==> src/rtl/pll_lock_sequencer.sv <==
// Power-up sequencer for the memory PLL and the DDR controller.
// It holds the PLL in reset, waits for a stable lock, releases the memory
// controller reset and waits for calibration before it raises ready_o.
// A lost lock or a calibration timeout is retried a bounded number of
// times. After that the block stays in FAIL until rst_n is pulsed.
//
// Handshake/flag semantics: pll_lock_i and calib_done_i are level flags,
// asynchronous to clk. Each one passes through a SYNC_STAGES-deep
// synchroniser, and the FSM acts only on the synchronised copies.
// The outputs are levels and are all registered. They change on the same
// edge as the state they belong to.
//
// Cycle accounting: cnt counts the cycles already spent in the current
// state and clears on every transition.
//   PLL_RST stays for exactly PLL_RST_CYCLES cycles.
//   STABLE needs LOCK_STABLE_CYCLES cycles in which lock_s is seen high.
//   WAIT_LOCK and CALIB give up after TIMEOUT_CYCLES cycles.
module pll_lock_sequencer #(
  parameter int SYNC_STAGES        = 2,
  parameter int PLL_RST_CYCLES     = 16,
  parameter int LOCK_STABLE_CYCLES = 1024,
  parameter int TIMEOUT_CYCLES     = 4194304,
  parameter int MAX_RETRIES        = 3
) (
  input  logic       clk,
  input  logic       rst_n,
  input  logic       pll_lock_i,
  input  logic       calib_done_i,
  output logic       pll_rst_o,
  output logic       mem_rst_n_o,
  output logic       ready_o,
  output logic       fail_o,
  output logic [1:0] retry_cnt_o,
  output logic [2:0] state_o
);

  localparam int CW = $clog2(TIMEOUT_CYCLES + 1);

  typedef enum logic [2:0] {
    PLL_RST   = 3'd0,
    WAIT_LOCK = 3'd1,
    STABLE    = 3'd2,
    CALIB     = 3'd3,
    READY     = 3'd4,
    FAIL      = 3'd5
  } state_t;

  logic [SYNC_STAGES-1:0] lock_sync;
  logic [SYNC_STAGES-1:0] calib_sync;
  logic                   lock_s;
  logic                   calib_s;

  state_t          state;
  state_t          state_n;
  logic [1:0]      retry_cnt;
  logic [1:0]      retry_n;
  logic [CW-1:0]   cnt;
  logic            timeout;
  logic            fail_attempt;

  assign lock_s  = lock_sync[SYNC_STAGES-1];
  assign calib_s = calib_sync[SYNC_STAGES-1];
  assign timeout = (cnt >= CW'(TIMEOUT_CYCLES - 1));

  // Bring the two asynchronous status flags into the clk domain.
  always_ff @(posedge clk or negedge rst_n) begin
    if (!rst_n) begin
      lock_sync  <= '0;
      calib_sync <= '0;
    end else begin
      lock_sync  <= {lock_sync[SYNC_STAGES-2:0], pll_lock_i};
      calib_sync <= {calib_sync[SYNC_STAGES-2:0], calib_done_i};
    end
  end

  // Next-state and retry decision. Lock loss has priority over calib
  // done, and calib done has priority over a timeout.
  always_comb begin
    state_n      = state;
    retry_n      = retry_cnt;
    fail_attempt = 1'b0;
    case (state)
      PLL_RST: begin
        if (cnt >= CW'(PLL_RST_CYCLES - 1)) state_n = WAIT_LOCK;
      end
      WAIT_LOCK: begin
        if (lock_s)       state_n = STABLE;
        else if (timeout) fail_attempt = 1'b1;
      end
      STABLE: begin
        if (!lock_s)                                    state_n = WAIT_LOCK;
        else if (cnt >= CW'(LOCK_STABLE_CYCLES - 1))    state_n = CALIB;
      end
      CALIB: begin
        if (!lock_s)      fail_attempt = 1'b1;
        else if (calib_s) state_n = READY;
        else if (timeout) fail_attempt = 1'b1;
      end
      READY: begin
        if (!lock_s || !calib_s) state_n = PLL_RST;
      end
      FAIL: begin
        state_n = FAIL;
      end
      default: begin
        state_n = PLL_RST;
      end
    endcase
    if (fail_attempt) begin
      retry_n = retry_cnt + 2'd1;
      state_n = (int'(retry_cnt) < MAX_RETRIES - 1) ? PLL_RST : FAIL;
    end
    if (state_n == READY) retry_n = 2'd0;
  end

  // State, shared counter and registered outputs, all derived from state_n.
  always_ff @(posedge clk or negedge rst_n) begin
    if (!rst_n) begin
      state       <= PLL_RST;
      retry_cnt   <= 2'd0;
      cnt         <= '0;
      pll_rst_o   <= 1'b1;
      mem_rst_n_o <= 1'b0;
      ready_o     <= 1'b0;
      fail_o      <= 1'b0;
    end else begin
      state     <= state_n;
      retry_cnt <= retry_n;
      if (state_n != state) cnt <= '0;
      else if (cnt != '1)   cnt <= cnt + CW'(1);
      pll_rst_o   <= (state_n == PLL_RST) || (state_n == FAIL);
      mem_rst_n_o <= (state_n == CALIB) || (state_n == READY);
      ready_o     <= (state_n == READY);
      fail_o      <= (state_n == FAIL);
    end
  end

  assign state_o     = state;
  assign retry_cnt_o = retry_cnt;

endmodule

==> config.mk <==
export PLATFORM = sky130hd
export DESIGN_NAME = pll_lock_sequencer
export DESIGN_NICKNAME = d
export VERILOG_FILES = /design/src/rtl/pll_lock_sequencer.sv
export SDC_FILE = /design/constraint.sdc
export NUM_CORES = 1
export LEC_CHECK = 0
export ABC_CLOCK_PERIOD_IN_PS = 3900
export CORE_MARGIN = 2
export CORE_UTILIZATION = 55
export CTS_CLUSTER_SIZE = 8
export DETAILED_ROUTE_END_ITERATION = 10
export GPL_TIMING_DRIVEN = 0
export PLACE_DENSITY = 0.75
export SYNTH_ARGS = -nofsm -noshare
export SYNTH_HDL_FRONTEND = slang
export SYNTH_SLANG_ARGS = --single-unit
export TNS_END_PERCENT = 50
==> constraint.sdc <==
create_clock -name clk -period 3.9 [get_ports clk]
set_input_delay 0.78 -clock clk [delete_from_list [all_inputs] [get_ports clk]]
set_output_delay 0.78 -clock clk [all_outputs]
set_load 0.005 [all_outputs]
Yosys cells after proc, flatten, opt, wreduce, memory -nomap -nowiden
Index checks and enable logic that the tools add are counted.

word-level totals
  register bits = 36
  output and inout port bits = 9

cells by class
  add/subtract/negate cells = 2
  $lt $le $gt $ge = 4
  equal/unequal tests = 10
  mux-type cells = 19
  reductions and logical operators = 9

operator list
  kind                                                                                    number
  23-bit 2-to-1 mux                                                                       2
  3-bit 2-to-1 mux                                                                        9
  23-bit by 1-bit adder with 23-bit output (second input constant)                        1
  23-bit by 10-bit greater-or-equal comparator with 1-bit output (second input constant)  1
  23-bit by 22-bit greater-or-equal comparator with 1-bit output (second input constant)  1
  23-bit by 4-bit greater-or-equal comparator with 1-bit output (second input constant)   1
  23-bit != test (second input constant)                                                  1
  3-bit case mux with 6 select lines                                                      1
  3-bit equality test (second input constant)                                             4
  3-bit by 2-bit equality test with 1-bit output (second input constant)                  3
  3-bit zero test                                                                         2
  1-bit 2-to-1 mux                                                                        4
  2-bit 2-to-1 mux                                                                        2
  2-bit nonzero test                                                                      2
  3-bit by 1-bit equality test with 1-bit output (second input constant)                  1
  1-bit logical OR                                                                        3
  3-bit != test                                                                           1
  2-bit by 1-bit adder with 2-bit output (second input constant)                          1
  1-bit zero test                                                                         2
  2-bit less-than comparator (second input constant)                                      1
  1-bit case mux with 2 select lines                                                      1

Logic depth before layout (Yosys ltp)
  word-level depth = 8
  mapped depth = 8
  gate-level depth less buffers = 7

Worst setup path after synthesis
Ideal clock, no wire load.

  path type = reg-to-reg
  start point = register cnt[16]
  end point = register cnt[6]
  library setup time = 0.121 ns
  arrival time = 1.852 ns
  data required time = 3.779 ns
  path slack = 1.927 ns
  stages on the path, launching flop included = 8
  path buffers = 1
  clock period less this slack = 1.973 ns
  cells stage by stage = dfrtp_1 > nand4_1 > or3_4 > or4_4 > buf_6 > nand4_1 > xor2_1 > nor2_1

on the way
  cells in the longest elaborated chain, start to end = 8
  elaborated cells on any way between the ends = 17

ends and longest elaborated chain
  element                                                         RTL line  text
  start: declaration                                              57        logic [CW-1:0] cnt;
  start signal: assignment                                        130       else if (cnt != '1) cnt <= cnt + CW'(1);
  23-bit by 22-bit greater-or-equal comparator with 1-bit output  63        assign timeout = (cnt >= CW'(TIMEOUT_CYCLES - 1));
  1-bit 2-to-1 mux                                                88, 97
  1-bit 2-to-1 mux                                                96        else if (calib_s) state_n = READY;
  1-bit 2-to-1 mux                                                95        if (!lock_s) fail_attempt = 1'b1;
  1-bit case mux with 2 select lines                              82        case (state)
  3-bit 2-to-1 mux                                                109       if (fail_attempt) begin
  3-bit != test                                                   129       if (state_n != state) cnt <= '0;
  23-bit 2-to-1 mux / 2-bit nonzero test (equally long branches)  -

Several ways; a longest one is shown, not always the timed one.
A chain may end at the register's enable or synchronous reset.

Final worst setup path
  start point = register cnt[13]
  end point = register cnt[15]

Same word-level chain as after synthesis.

==> run metrics <==
syn_nets 217; Final GP Congestion 0.869; I/O Pins 13; Synth Area in Compound Gates 10.9%; DRC viols 0; Initial Util 58.0%; Clock Latency Late Sink 360 ps; Sink Count 36; vias 1,582; number of antenna diodes 0; Slowest cell on crit path nor4_1; outcome completed; skew final 14.9 ps; top-area cell type share of the netlist area 44.9%; Die Width 63.6 µm; initial antenna violation count 0; Mapped Cells 212; worst hold path class reg2reg; largest net degree at the start of global routing 37; total CTS buffers 5; clk slew on worst S/H paths 120 ps; FF+latch count, synth 36; Die Outline Area 4040 µm²; max frequency 0.397 GHz; actual slew at the worst max-slew pin 763 ps; worst-path fanout max 10; Distinct cells, synth 41; period utilization 64.5%; CTS HTree Levels 2; CTS tree built; Detailed Route WL 4040 µm; crit path cell chain nand4_1 -> nor4_1 -> and4_1 -> o32a_1 -> buf_2 -> nor2_1; Post-synth EDFFs 0; PortBufs 12; Switching Power 0.000326 W; P_leak 0.963 nW; worst path arrival time 2750 ps; ranking of synthesized cells by area dfrtp_1 45%, nor2_1 6.0%, xnor2_1 4.9%; P_int 0.000668 W; CP max stage delay 670 ps; Worst slew margin 48.7%; Post-synth top flop dfrtp_1; Via density 5.69; share of post-route cells with drive strength above 1 9.05%; Clk pwr share 26.2%; min cycle time layout 2520 ps; final setup fails 0; CP Buf/Inv Count 1; required time of the critical path 4130 ps; Max Slew Vio Count 0; post-DP HPWL 2900 µm; first-pass GRT wire length 7140 µm; Area growth syn-to-layout 12.9%; Root Driver clkbuf_4; Comb power frac 28.4%; unrepaired setup endpoints after global routing no; reg2reg setup slack 1380 ps; Seq/Total Area, Yosys 46.2%; largest area contributor in the netlist dfrtp_1; Startpoint Class flip-flop; maximum VDD drop 0.000280 V; Routed Antenna Nets 0; post-layout util 65.6%; Sw Ratio 32.8%; combinational family with the most area after synthesis simple AND/OR/NAND/NOR gates; XOR/XNOR Fraction of Synth Area 9.42%; post-CTS setup buffer count 0; vias in the first global route 1,490; Fin Hold WS 360 ps; Synth top cells by count 35 x dfrtp_1, 31 x nor2_1, 18 x nand2_1, 13 x nand3_1, 11 x xnor2_1; Critical Path End Type flip-flop; Ys Warns 0; hold buffer count at cts 0; WL per Instance 14.5 µm; drt initial violations 136; Simple-Gate Fraction of Synth Area 29.4%; row count 21; Die Ht 63.6 µm; synthesized cell area 1950 µm²; aggregate global-route resource usage 23.0%; Pwr Density 451 nW/µm²; global route overflow 0; final hold violation count 0; count leader, synth dfrtp_1; syn_area_per_cell 9.21 µm²; post-synthesis mux area share 0.513%; Core Area 3360 µm²; Top Family by Delay on Critical Path simple AND/OR/NAND/NOR gates; Final #Nets 236; Seq pwr share 45.4%; first-pass iteration count of the detailed router 4; kind of critical path reg2reg; fraction of registers with async set/reset 100%; post-CTS resize count 0; Setup TNS 0 ps; MaxCap Viol Count 0; clk buf depth 2; Adder-Cell Fraction of Synth Area 0.641%
[metal layers]
layer	GRT usage (%)	share of wire [%]
met2	35.9	48
met3	5.00	5.7
met5	0	0
met4	8.97	1.8
met1	31.2	45
[cell usage in the layout, fill, tap and decap left out, drive strengths merged, types with 2 or more instances in the layout]
cell           synthesis  routed
xnor2                 11      11
nor3                   7       7
inv                    4       4
o2bb2ai                2       2
nor2                  31      31
nor4                   7       7
a21oi                  8       8
buf                    4       5
nand4                  7       7
nand2                 18      18
dfrtp                 35      35
or4                    2       2
clkdlybuf4s50          0      11
and4                   2       2
nand3                 13      13
nand2b                 5       5
xor2                  10      10
a21o                   2       2
nor2b                  4       4
and3                   5       5
o21ai                  9       9
clkbuf                 4       9
and2                   6       6
[kinds of logic after synthesis]
family | Yosys count
xor+xnor | 21
fa+ha+maj | 1
mux | 1
buf+inv | 12
compound gates | 31
simple gates | 110
flops | 36
[flip-flops by register name, indices dropped and copies added (netlist names)]
name         count
lock_sync        2
pll_rst_o        1
fail_o           1
ready_o          1
cnt             23
retry_cnt_o      2
mem_rst_n_o      1
calib_sync       2
state_o          3
[path summary, 6_finish.rpt]
| check | end | from | cells past startpoint |
|---|---|---|---|
| min | calib_sync[1] | calib_sync[0] | 0 |
| min reg2reg | calib_sync[1] | calib_sync[0] | 0 |
| max | cnt[15] | cnt[13] | 6 |
| max in group asynchronous | cnt[21] | rst_n | 1 |
| min in group asynchronous | retry_cnt_o[1] | rst_n | 1 |
| max reg2reg | cnt[15] | cnt[13] | 6 |
[power groups by stage]
stage	Combinational (W)	Clock [W]	Sequential (W)
floorplan	0.000181	0	0.000454
global placement	0.000276	0	0.000454
global route	0.000317	0.000287	0.000456
CTS	0.000284	0.000268	0.000450
finish	0.000283	0.000260	0.000451
detailed placement	0.000283	0	0.000457
[metrics by stage]
stage               instances  power [W]  area [µm²]  worst slack, ps
floorplan                 212   0.000634        1950             1930
CTS                       278    0.00100        2200             1450
detailed placement        270   0.000740        2120             1480
global placement          270   0.000730        2130             1320
global route              278    0.00106        2200             1190
finish                    278   0.000994        2200             1380
[worst register-to-register path: cells and delay by family, from the launching register on]
family	cells	cell delay, ps
flip-flops	1	430
AO/OA/AOI/OAI	1	290
AND/OR/NAND/NOR	4	1400
buffers and inverters	1	280
[layout make-up]
cell class | count | area (µm²)
Timing Repair Buffer | 12 | 115
Sequential cell | 36 | 902
Tap cell | 46 | 57.6
Fill cell | 290 | 1160
Clock inverter | 3 | 42.5
Multi-Input combinational cell | 164 | 993
Clock buffer | 5 | 37.5
Inverter | 4 | 15.0
Buffer | 8 | 41.3
(Power assumes the default switching activity.)
